## src/rtl/psum_deskew_drain_pkg.sv

```systemverilog
// psum_deskew_drain_pkg: shared configuration, psum types, error bit indices and drain FSM states
package psum_deskew_drain_pkg;
  localparam int sys_cols = 2;
  localparam int P_BITWIDTH = 16;
  localparam int A_rows = 32;
  typedef logic signed [P_BITWIDTH-1:0] psum_t;
  typedef psum_t [sys_cols-1:0] psum_row_t;
  localparam int ERR_OVF = 0, ERR_SKEW = 1, ERR_UNEXP = 2;
  typedef enum logic [1:0] {IDLE, COLLECT, DONE} state_e;
endpackage

```

## src/rtl/psum_deskew_drain_sync_fifo.sv

```systemverilog
// sync_fifo: first-word fall-through FIFO with wrap-bit pointers; pushes while full are dropped
module sync_fifo #(
  parameter int WIDTH = 8,
  parameter int DEPTH = 16
) (
  input  logic                     clk,
  input  logic                     rst_n,
  input  logic                     push,
  input  logic [WIDTH-1:0]         wdata,
  input  logic                     pop,
  output logic [WIDTH-1:0]         rdata,
  output logic                     full,
  output logic                     empty,
  output logic [$clog2(DEPTH):0]   count
);
  localparam int AW = $clog2(DEPTH);
  logic [AW:0] wr_q, rd_q;
  logic [WIDTH-1:0] mem_q [DEPTH];
  logic do_push, do_pop;
  assign full = wr_q == {~rd_q[AW], rd_q[AW-1:0]};
  assign empty = wr_q == rd_q;
  assign count = wr_q - rd_q;
  assign do_push = push && !full;
  assign do_pop = pop && !empty;
  assign rdata = empty ? '0 : mem_q[rd_q[AW-1:0]];
  always_ff @(posedge clk or negedge rst_n)
    if (!rst_n) begin
      wr_q <= '0;
      rd_q <= '0;
    end else begin
      wr_q <= wr_q + (AW+1)'(do_push);
      rd_q <= rd_q + (AW+1)'(do_pop);
    end
  always_ff @(posedge clk)
    if (do_push) mem_q[wr_q[AW-1:0]] <= wdata;
endmodule

```

## src/rtl/psum_deskew_drain.sv

```systemverilog
// psum_deskew_drain: re-aligns skewed array column outputs into whole rows and streams them out of a FIFO
module psum_deskew_drain #(
  parameter int SYS_COLS   = psum_deskew_drain_pkg::sys_cols,
  parameter int P_BITWIDTH = psum_deskew_drain_pkg::P_BITWIDTH,
  parameter int DEPTH      = 16,
  parameter int MAX_ROWS   = psum_deskew_drain_pkg::A_rows
) (
  input  logic                           clk,
  input  logic                           rst_n,
  input  logic                           tile_start,
  input  logic [$clog2(MAX_ROWS+1)-1:0]  tile_rows,
  input  logic [SYS_COLS-1:0]            col_valid,
  input  logic [SYS_COLS*P_BITWIDTH-1:0] col_psum,
  output logic                           out_valid,
  input  logic                           out_ready,
  output logic [SYS_COLS*P_BITWIDTH-1:0] out_data,
  output logic                           out_last,
  output logic [$clog2(DEPTH):0]         free_slots,
  output logic                           busy,
  output logic                           tile_done,
  output logic [2:0]                     err_flags,
  input  logic                           err_clr
);
  import psum_deskew_drain_pkg::*;
  localparam int ROW_W = $clog2(MAX_ROWS+1);
  localparam int LW = SYS_COLS*P_BITWIDTH;
  localparam int CW = $clog2(DEPTH)+1;
  logic [SYS_COLS-1:0] av;
  logic [LW-1:0] ad;
  // Lane c waits SYS_COLS-1-c cycles so every lane lines up with the last column
  for (genvar c = 0; c < SYS_COLS; c++) begin : g_lane
    if (c == SYS_COLS-1) begin : g_direct
      assign av[c] = col_valid[c];
      assign ad[c*P_BITWIDTH +: P_BITWIDTH] = col_psum[c*P_BITWIDTH +: P_BITWIDTH];
    end else begin : g_dly
      localparam int N = SYS_COLS-1-c;
      logic [N-1:0] v_q;
      logic [N-1:0][P_BITWIDTH-1:0] d_q;
      always_ff @(posedge clk or negedge rst_n)
        if (!rst_n) begin
          v_q <= '0;
          d_q <= '0;
        end else begin
          v_q[0] <= col_valid[c];
          d_q[0] <= col_psum[c*P_BITWIDTH +: P_BITWIDTH];
          for (int s = 1; s < N; s++) begin
            v_q[s] <= v_q[s-1];
            d_q[s] <= d_q[s-1];
          end
        end
      assign av[c] = v_q[N-1];
      assign ad[c*P_BITWIDTH +: P_BITWIDTH] = d_q[N-1];
    end
  end
  state_e state_q;
  logic [ROW_W-1:0] rows_q, cnt_q;
  logic busy_q, done_q;
  logic [2:0] err_q, err_set;
  logic all_v, any_v, collect, push, last, fifo_full, fifo_empty;
  logic [CW-1:0] fifo_cnt;
  assign all_v = &av;
  assign any_v = |av;
  assign collect = state_q == COLLECT;
  assign push = all_v && collect;
  assign last = cnt_q == rows_q - ROW_W'(1);
  always_comb begin
    err_set = '0;
    err_set[ERR_OVF] = push && fifo_full;
    err_set[ERR_SKEW] = any_v && !all_v;
    err_set[ERR_UNEXP] = all_v && !collect;
  end
  always_ff @(posedge clk or negedge rst_n)
    if (!rst_n) begin
      state_q <= IDLE;
      rows_q <= '0;
      cnt_q <= '0;
      busy_q <= 1'b0;
      done_q <= 1'b0;
    end else begin
      done_q <= 1'b0;
      case (state_q)
        IDLE: if (tile_start) begin
          rows_q <= tile_rows;
          cnt_q <= '0;
          busy_q <= 1'b1;
          state_q <= tile_rows == '0 ? DONE : COLLECT;
          done_q <= tile_rows == '0;
        end
        COLLECT: if (push) begin
          cnt_q <= cnt_q + ROW_W'(1);
          if (last) begin
            state_q <= DONE;
            done_q <= 1'b1;
          end
        end
        DONE: begin
          state_q <= IDLE;
          busy_q <= 1'b0;
        end
        default: state_q <= IDLE;
      endcase
    end
  always_ff @(posedge clk or negedge rst_n)
    if (!rst_n) err_q <= '0;
    else err_q <= (err_clr ? 3'b000 : err_q) | err_set;
  sync_fifo #(.WIDTH(LW+1), .DEPTH(DEPTH)) u_fifo (
    .clk(clk), .rst_n(rst_n), .push(push), .wdata({last, ad}),
    .pop(out_valid && out_ready), .rdata({out_last, out_data}),
    .full(fifo_full), .empty(fifo_empty), .count(fifo_cnt)
  );
  assign out_valid = !fifo_empty;
  assign free_slots = CW'(DEPTH) - fifo_cnt;
  assign busy = busy_q;
  assign tile_done = done_q;
  assign err_flags = err_q;
endmodule

```

## config.mk

```make
export PLATFORM = sky130hd
export DESIGN_NAME = psum_deskew_drain
export DESIGN_NICKNAME = d
export VERILOG_FILES = /design/src/rtl/psum_deskew_drain_pkg.sv /design/src/rtl/psum_deskew_drain_sync_fifo.sv /design/src/rtl/psum_deskew_drain.sv
export SDC_FILE = /design/constraint.sdc
export NUM_CORES = 1
export LEC_CHECK = 0
export BUFFER_PORTS_ARGS = -buffer_cell sky130_fd_sc_hd__buf_4
export CAP_MARGIN = 20
export CORE_AREA = 2 2 217 219
export DETAILED_ROUTE_END_ITERATION = 16
export DIE_AREA = 0 0 219 221
export PLACE_DENSITY = 0.69
export SYNTH_ARGS = -nofsm -noshare
export SYNTH_HDL_FRONTEND = slang
export SYNTH_HIERARCHICAL = 1
export SYNTH_SLANG_ARGS = --single-unit
```

## constraint.sdc

```tcl
create_clock -name clk -period 13.5 [get_ports clk]
set_input_delay 2.025 -clock clk [delete_from_list [all_inputs] [get_ports clk]]
set_output_delay 2.025 -clock clk [all_outputs]
set_load 0.02 [all_outputs]
```

==> results.md <==
- Outcome: complete, no violations
- Tmin final: 5.94 ns
- Data arrival time of the critical path: 3.91 ns
- Post-CTS Setup Inserts: 0
- Mapped Avg Cell Area: 21.2 µm²
- Post-DP HPWL: 23000 µm
- Hold slack: 0.495 ns
- Ratio of cells with drive above 1 in the final layout: 29.5%
- WS Path Type: flop to output pin
- Layout Skew: 0.0227 ns
- Clock Latency Late Sink: 0.61 ns
- Clk slew on worst S/H paths: 0.06 ns
- Post-synthesis mux area share: 15.8%
- DP Worst Slack: 7.97 ns
- CP endpoint kind: output pin
- Top-count cell post-synth: edfxtp_1
- Routed via count: 10700
- Unrepaired setup endpoints after global routing: false
- Post-Route WL: 45700 µm
- Vias in the first global route: 11100
- First-pass iteration count of the detailed router: 5
- Hold Buf Count CTS: 0
- Min-delay worst type: flop to flop
- PostCTS Resize Cnt: 0
- Startpoint types: flop
- Max-cap viol count: 0
- Ys flop type: edfxtp_1
- First-pass GRT wire length: 68900 µm
- Overflow left after global routing: 0
- Simple logic cell fraction of the synthesized area: 1.99%
- Max VDD drop: 0.381 mV
- CTS tree: built
- Largest net degree at the start of global routing: 69
- Synth Area in Adders: 0.749%
- Register area share after synthesis: 74.9%
- Max Buffers Root-to-Sink: 3
- Area fraction in compound gates after synthesis: 2.79%
- Post-Syn Area: 0.0227 mm²
- Final hold violations: 0
- Post-Syn Nets: 1129
- P&R area growth vs syn: 13.9%
- Slew @ Worst Pin: 1.07 ns
- Synth async-reset ratio: 8.01%
- Cells after synthesis: 1071
- Critical path peak fanout: 37
- Hold Path Stages: 1
- Synth area leader: edfxtp_1
- Number of synthesized register bits: 574
- Fillers: 3509
- DIE WIDTH: 219 µm
- Gpl congestion: 0.709
- CTS sink cnt: 574
- Starting DRT DRC Count: 1055
- Initial antenna violation count: 2
- GRT Util Overall: 19.4%
- H-tree depth: 2
- Mean number of vias per cell: 5.77
- Mean routed wirelength per cell: 24.7 µm
- IO buf count: 88
- Largest cells by area after synthesis: edfxtp_1, mux4_2, mux4_1
- Final #Nets: 1253
- Largest family of logic cells by synthesized area: multiplexers
- CP required: 11.48 ns
- XOR/XNOR Fraction of Synth Area: 0.964%
- Number of buffers created by CTS: 57
- CTS root buf: clkbuf_16
- Final Slew Violations: 0
- Die Y: 221 µm
- Core Region: 0.0461 mm²
- Post-synth EDFFs: 528
- Pwr dens: 216 mW/mm²
- Final Util: 56.2%
- Initial Util: 49.3%
- Pwr Total: 5590 µW
- Leak pwr: 0.00886 µW
- Ports: 89
- Number of setup violations in the final report: 0
- Yosys synthesis warning count: 6
- Commonest cells in the synthesized netlist: edfxtp_1, inv_1, mux4_2
- Antenna viol nets, final: 0
- Number of remaining DRC errors: 0
- Final worst path period share: 44.0%
- Setup TNS: 0 ns
- Worst reg2reg path depth: 8
- Rows: 79
- Area share of the leading cell type in the synthesized netlist: 69.8%
- Maximum clock frequency: 168 MHz
- Slew margin rel.: 29.0%
- Die area: 0.0484 mm²
- Yosys cell types: 41
- Final worst-path setup slack: 7.56 ns
final cells by class:
class	count	area [µm²]	share of cell area (%)
flip-flops and latches	574	17000	65.7
multi-input cells	366	5180	20.0
clock buffers	82	1600	6.18
repair buffers	113	848	3.28
well taps	607	759	2.93
inverters	83	312	1.20
clock inverters	21	160	0.619
diodes	1	2.50	0.00967
power breakdown:
group / leakage (µW) / internal [µW] / switching, µW
sequential: 0.00531 / 2080 / 128
clock: 0.000855 / 840 / 640
combinational: 0.00269 / 861 / 1040
layer usage:
metal	track usage [%]	routed length, µm	part of all wire [%]	up-vias
li1	-	-	-	4596
met1	28.6	19900	43	5670
met2	30.1	21900	48	325
met3	3.84	3060	6.7	68
met4	4.58	868	1.9	2
met5	0	16	0.035	-
state kept, by name, summed over array words and instances (netlist names):
register	count
err_flags	3
cnt_q	6
u_fifo/wr_q	5
tile_done	1
rows_q	6
g_lane.g_dly.v_q	1
g_lane.g_dly.d_q	16
state_q	2
busy	1
u_fifo/mem_q	528
u_fifo/rd_q	5
cell usage in the layout (no fill, tap or decap), drive strengths merged:
master	n
and3b	1
and4	3
nand4	2
mux2	38
xnor2	14
fa	1
nand2b	2
dfrtp	46
o21ai	5
clkinvlp	2
nor3	6
clkbuf	82
mux2i	5
a211oi	1
diode	1
nor2b	2
o2111ai	1
o221ai	32
and2	1
a22o	2
clkinv	17
inv	84
a21oi	7
a2111oi	1
xor2	11
nor2	21
mux4	130
a311oi	1
nand2	43
bufinv	1
nor4	4
nand3	13
a22oi	1
edfxtp	528
a32o	2
ha	12
buf	113
a21o	3
nor3b	1
critical path, cell delays in order (launching register included):
cell and delay (ns):
dfrtp_4 0.79, buf_4 0.67, buf_4 0.66, mux4_2 0.58
inv_1 0.08, o221ai_1 0.21, buf_4 0.26
logic make-up (layout without fill, tap and decap cells):
logic type	count (synthesis)	in the layout
AO/OA/AOI/OAI	56	56
XOR/XNOR	25	25
adder cells (fa/ha/maj)	13	13
buffers and inverters	131	299
flip-flops	574	574
multiplexers	173	173
other	0	1
AND/OR/NAND/NOR	99	99
path summary, 6_finish.rpt:
| check | from | endpoint | slack (ns) |
|---|---|---|---|
| max in group asynchronous | rst_n | u_fifo/rd_q[1] | 11.44 |
| worst min register to register | err_flags[1] | err_flags[1] | 0.49 |
| min in group asynchronous | rst_n | g_lane[0].g_dly.d_q[5] | 1.47 |
| worst max-delay path | u_fifo/rd_q[0] | out_data[30] | 7.56 |
| worst min-delay path | err_flags[1] | err_flags[1] | 0.49 |
| worst max register to register | u_fifo/rd_q[1] | u_fifo/mem_q[9][19] | 9.87 |
metrics by stage:
step	cell area, µm²	instances
floorplan	22700	1071
global placement	24100	1743
detailed placement	24100	1743
CTS	25900	1846
global route	25900	1846
finish	25900	1847
No activity file was read; power rests on OpenSTA's default activity.
